### src/rtl/mem_arbiter.sv
// mem_arbiter: shares one single-ported RAM between the icache and dcache miss ports.
// One request is latched per transaction, and the RAM is driven only from those latched values.
// The winner is acknowledged by a one-cycle low pulse on its wait line.
// A transaction that gets no ram_ready for MAX_WAIT cycles is aborted with a timeout pulse.
// Optional feature: define ARB_ROUND_ROBIN_EN to alternate the grant on simultaneous
// requests. Without it, the dcache always wins ties.
module mem_arbiter #(
  parameter int WORD_W   = 32,
  parameter int MAX_WAIT = 64
) (
  input  logic              CLK,
  input  logic              nRST,
  input  logic              iREN,
  input  logic [WORD_W-1:0] iaddr,
  output logic              iwait,
  output logic [WORD_W-1:0] iload,
  input  logic              dREN,
  input  logic              dWEN,
  input  logic [WORD_W-1:0] daddr,
  input  logic [WORD_W-1:0] dstore,
  output logic              dwait,
  output logic [WORD_W-1:0] dload,
  output logic              ramREN,
  output logic              ramWEN,
  output logic [WORD_W-1:0] ramaddr,
  output logic [WORD_W-1:0] ramstore,
  input  logic [WORD_W-1:0] ramload,
  input  logic              ram_ready,
  output logic              timeout
);

  localparam int CNT_W = (MAX_WAIT > 2) ? $clog2(MAX_WAIT) : 1;
  localparam logic [CNT_W-1:0] CNT_LAST = CNT_W'(MAX_WAIT - 1);

  typedef enum logic [1:0] {IDLE, I_ACC, D_ACC} state_t;

  state_t            state_q, state_d;
  logic [WORD_W-1:0] lat_addr_q, lat_store_q;
  logic              lat_wen_q;
  logic [CNT_W-1:0]  cnt_q;
  logic [WORD_W-1:0] iload_q, dload_q;

  logic              d_req;
  logic              in_acc;
  logic              expired;
  logic              done;
  logic              ack_i, ack_d;
  logic              grant_i, grant_d;
  logic [WORD_W-1:0] resp;

`ifdef ARB_ROUND_ROBIN_EN
  typedef enum logic {GRANT_I, GRANT_D} grant_t;
  grant_t last_grant_q;
`endif

  // Transaction status: completion, timeout, and the acknowledge seen by each requester.
  always_comb begin
    d_req   = dREN | dWEN;
    in_acc  = (state_q != IDLE);
    expired = in_acc && !ram_ready && (cnt_q == CNT_LAST);
    done    = in_acc && (ram_ready || expired);
    // A requester that dropped its request after the grant gets no acknowledge.
    ack_i   = done && (state_q == I_ACC) && iREN;
    ack_d   = done && (state_q == D_ACC) && d_req;
    resp    = expired ? '0 : ramload;
  end

  // Grant decision in IDLE. The dcache wins ties unless round-robin is enabled.
  always_comb begin
    grant_d = 1'b0;
    grant_i = 1'b0;
    if (state_q == IDLE) begin
`ifdef ARB_ROUND_ROBIN_EN
      if (d_req && iREN) grant_d = (last_grant_q == GRANT_I);
      else               grant_d = d_req;
`else
      grant_d = d_req;
`endif
      grant_i = iREN && !grant_d;
    end
  end

  // Next-state logic. Every access returns to IDLE, so back-to-back transactions are
  // separated by exactly one turnaround cycle.
  // NOTE: state_d gets a default first so no path leaves it unassigned and no latch is inferred.
  always_comb begin
    state_d = state_q;
    case (state_q)
      IDLE:    if (grant_d) state_d = D_ACC;
               else if (grant_i) state_d = I_ACC;
      I_ACC,
      D_ACC:   if (done) state_d = IDLE;
      default: state_d = IDLE;
    endcase
  end

  // The RAM sees only latched values. Because the strobes decode the state register,
  // asserting reset clears them without waiting for a clock edge.
  always_comb begin
    ramREN   = (state_q == I_ACC) || ((state_q == D_ACC) && !lat_wen_q);
    ramWEN   = (state_q == D_ACC) && lat_wen_q;
    ramaddr  = lat_addr_q;
    ramstore = lat_store_q;
    iwait    = !ack_i;
    dwait    = !ack_d;
    iload    = ack_i ? resp : iload_q;
    dload    = ack_d ? resp : dload_q;
    timeout  = expired;
  end

  // State register, request latch, saturating wait counter, and held load values.
  // NOTE: sequential state uses non-blocking assignments, so every register samples pre-edge values.
  always_ff @(posedge CLK or negedge nRST) begin
    if (!nRST) begin
      state_q     <= IDLE;
      lat_addr_q  <= '0;
      lat_store_q <= '0;
      lat_wen_q   <= 1'b0;
      cnt_q       <= '0;
      iload_q     <= '0;
      dload_q     <= '0;
    end else begin
      state_q <= state_d;
      if (grant_d) begin
        lat_addr_q  <= daddr;
        lat_store_q <= dstore;
        lat_wen_q   <= dWEN;
        cnt_q       <= '0;
      end else if (grant_i) begin
        lat_addr_q  <= iaddr;
        lat_wen_q   <= 1'b0;
        cnt_q       <= '0;
      end else if (in_acc && !ram_ready && (cnt_q != CNT_LAST)) begin
        cnt_q <= cnt_q + 1'b1;
      end
      if (ack_i) iload_q <= resp;
      if (ack_d) dload_q <= resp;
    end
  end

`ifdef ARB_ROUND_ROBIN_EN
  // Record which side was served last, so that the next tie goes to the other side.
  always_ff @(posedge CLK or negedge nRST) begin
    if (!nRST)        last_grant_q <= GRANT_I;
    else if (grant_d) last_grant_q <= GRANT_D;
    else if (grant_i) last_grant_q <= GRANT_I;
  end
`endif

endmodule

### config.mk
export PLATFORM = sky130hd
export DESIGN_NAME = mem_arbiter
export DESIGN_NICKNAME = d
export VERILOG_FILES = /design/src/rtl/mem_arbiter.sv
export SDC_FILE = /design/constraint.sdc
export NUM_CORES = 1
export LEC_CHECK = 0
export ABC_CLOCK_PERIOD_IN_PS = 2700
export CAP_MARGIN = 20
export CELL_PAD_IN_SITES_DETAIL_PLACEMENT = 0
export CELL_PAD_IN_SITES_GLOBAL_PLACEMENT = 2
export CORE_ASPECT_RATIO = 0.6
export CORE_MARGIN = 10
export CORE_UTILIZATION = 41
export DETAILED_ROUTE_END_ITERATION = 7
export DONT_BUFFER_PORTS = 1
export GPL_ROUTABILITY_DRIVEN = 0
export PLACE_DENSITY_LB_ADDON = 0.1
export SYNTH_ARGS = -nofsm -noshare
export SYNTH_HDL_FRONTEND = slang
export SYNTH_SLANG_ARGS = --single-unit
### constraint.sdc
create_clock -name CLK -period 2.7 [get_ports CLK]
set_input_delay 0.27 -clock CLK [delete_from_list [all_inputs] [get_ports CLK]]
set_output_delay 0.27 -clock CLK [all_outputs]
set_load 0.1 [all_outputs]
==> Word level (Yosys, flattened, before mapping) <==
Cells that the tools add are included.
{ "totals": {"ff_bits": 137} }
{ "op_classes": {"addsub": 1, "eq_ne": 6, "n_mux": 16, "bitwise_logic": 1, "reduce_logical": 24} }
{ "op_table": {"columns": ["operator", "n"], "rows": [
  ["2-to-1 mux 32 bit", 5],
  ["2-to-1 mux 6 bit", 3],
  ["logical AND 1 bit", 11],
  ["adder 6 x 1 -> 6 bit, second input constant", 1],
  ["== test 6 bit, second input constant", 1],
  ["2-to-1 mux 2 bit", 3],
  ["inequality test 6 bit, second input constant", 1],
  ["logical NOT 1 bit", 5],
  ["2-to-1 mux 1 bit", 4],
  ["one-hot mux 2 bit (2 select lines)", 1],
  ["nonzero test 2 bit", 2],
  ["inequality test 3 bit, second input constant", 1],
  ["nonzero test 3 bit", 1],
  ["== test 2 x 1 -> 1 bit, second input constant", 1],
  ["== test 2 bit, second input constant", 1],
  ["logical NOT 2 bit", 1],
  ["logical OR 1 bit", 2],
  ["inequality test 2 bit, second input constant", 1],
  ["AND reduction 2 bit", 1],
  ["OR reduction 2 bit", 1],
  ["bitwise OR 1 bit", 1]
]} }

==> Logic depth before layout (Yosys ltp) <==
{ "logic_depth": {"depth_word": 8, "mapped_depth": 8, "mapped_depth_nobuf": 6} }

==> Worst setup path before layout <==
OpenSTA, ideal clock, no wires.
{ "synth_timing": {"path_kind": "register to output", "start": "register state_q[0]", "end": "output timeout", "arrival_ns": 2.998, "path_slack_ns": -0.568, "path_stages_with_launch": 6, "cell_sequence": "dfrtp_1 -> inv_1 -> ha_1 -> buf_6 -> nand3b_4 -> nor3_1"} }
{ "synth_via": {"elab_chain_len": 3} }
{ "synth_lines": {"columns": ["element", "line", "text"], "rows": [
  ["from (decl)", "37", "state_t state_q, state_d;"],
  ["from (signal assigned)", "123", "state_q <= state_d;"],
  ["nonzero test 2 bit", "59", "in_acc = (state_q != IDLE);"],
  ["logical AND 1 bit (2 in a row)", "60", "expired = in_acc && !ram_ready && (cnt_q == CNT_LAST);"],
  ["to (decl)", "29", "output logic timeout"]
]} }
No other way between the ends.

==> Worst setup path after layout <==
{ "layout_timing": {"start": "register state_q[0]", "end": "output dload[11]"} }
{ "layout_via": {"elab_chain_len": 8, "elab_cells_between_ends": 10, "cone_classes": "1 x eq/ne; 2 x mux; 7 x reduce/logical"} }
{ "layout_lines": {"columns": ["element", "line", "text"], "rows": [
  ["nonzero test 2 bit", "59", null],
  ["logical AND 1 bit (2 in a row)", "60", null],
  ["logical OR 1 bit", "61", "done = in_acc && (ram_ready || expired);"],
  ["logical AND 1 bit", "61", null],
  ["logical AND 1 bit (2 in a row)", "64", "ack_d = done && (state_q == D_ACC) && d_req;"],
  ["2-to-1 mux 32 bit *", null, null],
  ["to (decl)", "22", "output logic [WORD_W-1:0] dload,"]
]} }
Every way passes the cells marked *; elsewhere a longest branch is shown, timed or not.

==> results.json <==
{
  "status": "complete, but fails checks",
  "failed_checks": "hold timing",
  "finalCriticalPeriod_ns": 2.641,
  "synth.largest_area_cell": "dfrtp_1",
  "dp_hpwl_mm": 11.50,
  "wl_per_cell_um": 25.05,
  "ys_types": 38,
  "grt-ovfl-total": 0,
  "cp_slowest_cell": "a22o_2",
  "synth_nets": 555,
  "synth_top_area_frac": 0.6303,
  "tritoncts_num_sinks": 137,
  "cp_cell_sequence": "inv_1, ha_2, or2b_1, o21ai_4, buf_4, nand3_2, a22o_2",
  "insertion_delay_ns": 0.40,
  "numCtsBuffers": 17,
  "avgViaCountPerCell": 5.656,
  "grt_pass1_vias": 4069,
  "cts_tree": "built",
  "dpl_cell_area_um2": 5783,
  "dieArea_um2": 18420,
  "clockBufferDepth": 2,
  "synth.avg_cell_area_um2": 13.04,
  "final_design_area_no_fill_um2": 7018,
  "firstDrtPassIters": 6,
  "final_layout_size_suffix_gt1_frac": 0.3368,
  "antenna_found_initial": 2,
  "whs_ns": -0.4451,
  "criticalPathCategory": "reg -> out",
  "worstPathMaxFanout": 7,
  "grt.total_usage": 0.1725,
  "drc": 0,
  "ff2ff_setup_slack_ns": 0.53,
  "grt_pass1_wl_mm": 24.93,
  "port_buffers": 0,
  "clockRootBuffer": "clkbuf_16",
  "max_freq_mhz": 378.7,
  "synth-seq-cells": 137,
  "critical_path_required_ns": 2.43,
  "ys.flop_type": "dfrtp_1",
  "yosysWarnings": 0,
  "cp_slowest_stage_delay_ns": 0.56,
  "rsz0062_at_grt": "yes",
  "place_inst": 585,
  "ios": 267,
  "setup_violations": 0,
  "synth_edf_count": 0,
  "clock-skew-final_ns": 0.01400,
  "arrival_ns": 2.37,
  "routed_wl_mm": 16.41,
  "cts.clk_slew.worst_paths_ns": 0.07,
  "fill_cells": 1087,
  "async_flop_share": 1.000,
  "grt_max_degree": 138,
  "worstMarginPinSlew_ns": 0.9829,
  "max_slew_margin": 0.3447,
  "yosys-top-cells-area": "dfrtp_1 (63%), a22o_1 (11%), mux2_2 (6.6%)",
  "fp-row-count": 32,
  "timing.final.max_slew_violations": 0,
  "die_x_um": 168.7,
  "crit_path_end_kind": "output pin",
  "initial_utilization": 0.4219,
  "finalCritPeriodShare": 0.9780,
  "coreArea_um2": 12890,
  "drtIter0Drc": 207,
  "htreeDepth": 4,
  "cap_violations": 0,
  "nNetsFinal": 610,
  "final_core_util": 0.5444,
  "yosysSeqAreaShare": 0.6303,
  "final_hold_viol_count": 137,
  "vias": 3705,
  "netlist_area_um2": 5439,
  "critPathLaunchType": "flop",
  "die_h_um": 109.2,
  "synthCells": 417,
  "syn_to_final_growth_pct": 29.03,
  "min_path_type": "in -> async",
  "fin_cells": 655,
  "drtAntennaViolNets": 0
}
-- synth_stat cells (all sizes together), types with 2 or more instances --
library cell  instances
dfrtp               137
a22o                 66
a21oi                34
nor2                 33
mux2                 32
o22ai                32
buf                  17
clkbuf               14
nand2                 7
inv                   6
and3                  4
ha                    4
nand3                 4
a21o                  3
nor3                  2
nor4                  2
o211ai                2
o21a                  2
o21ai                 2
or3                   2
-- metal layers --
layer / wire length, um / share of wire / vias to the layer above / global-route usage
met4: 86 / 0.0052 / 2 / 0.04455
li1: - / - / 1672 / -
met1: 6104 / 0.37 / 1860 / 0.1954
met3: 1990 / 0.12 / 8 / 0.09630
met2: 8222 / 0.50 / 163 / 0.2795
met5: 7 / 0.00043 / - / 0
-- worst paths after layout --
check                                  startpoint                 endpoint  depth (start not counted)
max reg2reg                state_q[0]$_DFFE_PN0P_    dload_q[11]$_DFF_PN0_                          7
min in group CLK                        dstore[7]  ramstore[7]$_DFFE_PN0N_                          1
max in group asynchronous                    nRST     cnt_q[4]$_DFFE_PN0P_                          0
min reg2reg                state_q[1]$_DFFE_PN0P_   state_q[1]$_DFFE_PN0P_                          1
max                        state_q[0]$_DFFE_PN0P_                dload[11]                          7
min                                          nRST   ramaddr[9]$_DFFE_PN0P_                          0
-- metrics by stage --
step           TNS (ns)  worst slack, ns
6_report              0          0.05950
3_3_place_gp          0           0.1755
3_5_place_dp          0           0.1344
4_1_cts        -0.01515        -0.004061
2_1_floorplan         0           0.2383
5_1_grt          -2.037         -0.07133
-- worst max-delay path: cells and delay by family (launching register included) --
| family | cells | cell delay [ns] |
|---|---|---|
| buf+inv | 2 | 0.23 |
| simple gates | 2 | 0.51 |
| fa+ha+maj | 1 | 0.22 |
| flops | 1 | 0.37 |
| compound gates | 2 | 0.64 |
-- sequential cells by signal, summed over array words and instances (netlist names) --
| register | cells |
|---|---|
| iload_q | 32 |
| ramstore | 32 |
| lat_wen_q | 1 |
| ramaddr | 32 |
| dload_q | 32 |
| cnt_q | 6 |
| state_q | 2 |
-- cells by family after synthesis --
| family | after synthesis | synth area share |
|---|---|---|
| simple gates | 59 | 0.05636 |
| fa+ha+maj | 4 | 0.009202 |
| mux | 33 | 0.06809 |
| buf+inv | 37 | 0.03865 |
| compound gates | 147 | 0.1974 |
| flops | 137 | 0.6303 |
-- cell usage in the layout (no fill, tap or decap), types with 3 or more instances in the layout --
master | Yosys | routed
a22o_4 | 0 | 20
clkbuf_16 | 0 | 17
a21o_1 | 3 | 3
a21oi_1 | 34 | 34
buf_4 | 3 | 23
nand3_4 | 2 | 3
buf_6 | 7 | 8
a22o_2 | 0 | 30
inv_6 | 0 | 5
ha_1 | 4 | 3
o22ai_1 | 32 | 32
nand2_1 | 7 | 7
mux2_2 | 32 | 32
dlygate4sd3_1 | 0 | 25
dfrtp_1 | 137 | 137
a22o_1 | 66 | 16
clkinvlp_4 | 0 | 3
inv_1 | 6 | 6
nor2_1 | 33 | 32
buf_12 | 0 | 8
and3_1 | 4 | 4
-- cell type report --
cell class	count	area [um^2]	area share
inverters	6	22.52	0.003209
multi-input cells	245	2057	0.2931
diodes	1	2.502	0.0003566
flip-flops and latches	137	3428	0.4885
repair buffers	65	700.7	0.09984
clock buffers	18	439.2	0.06258
well taps	170	212.7	0.03031
clock inverters	13	155.1	0.02211
-- what timing repair did --
item | CTS | global route
setup buffers | 8 | 2
endpoints found under the hold margin | 157 | 142
endpoints found under the setup margin | 58 | 62
gates cloned | 2 | 0
resized for setup | 62 | 18
pin swaps | 1 | 0
hold buffers | 20 | 5
Power is left out: the tool's default activity adds up to more than one toggle a clock period on the data nets, which glitch-free logic cannot reach.
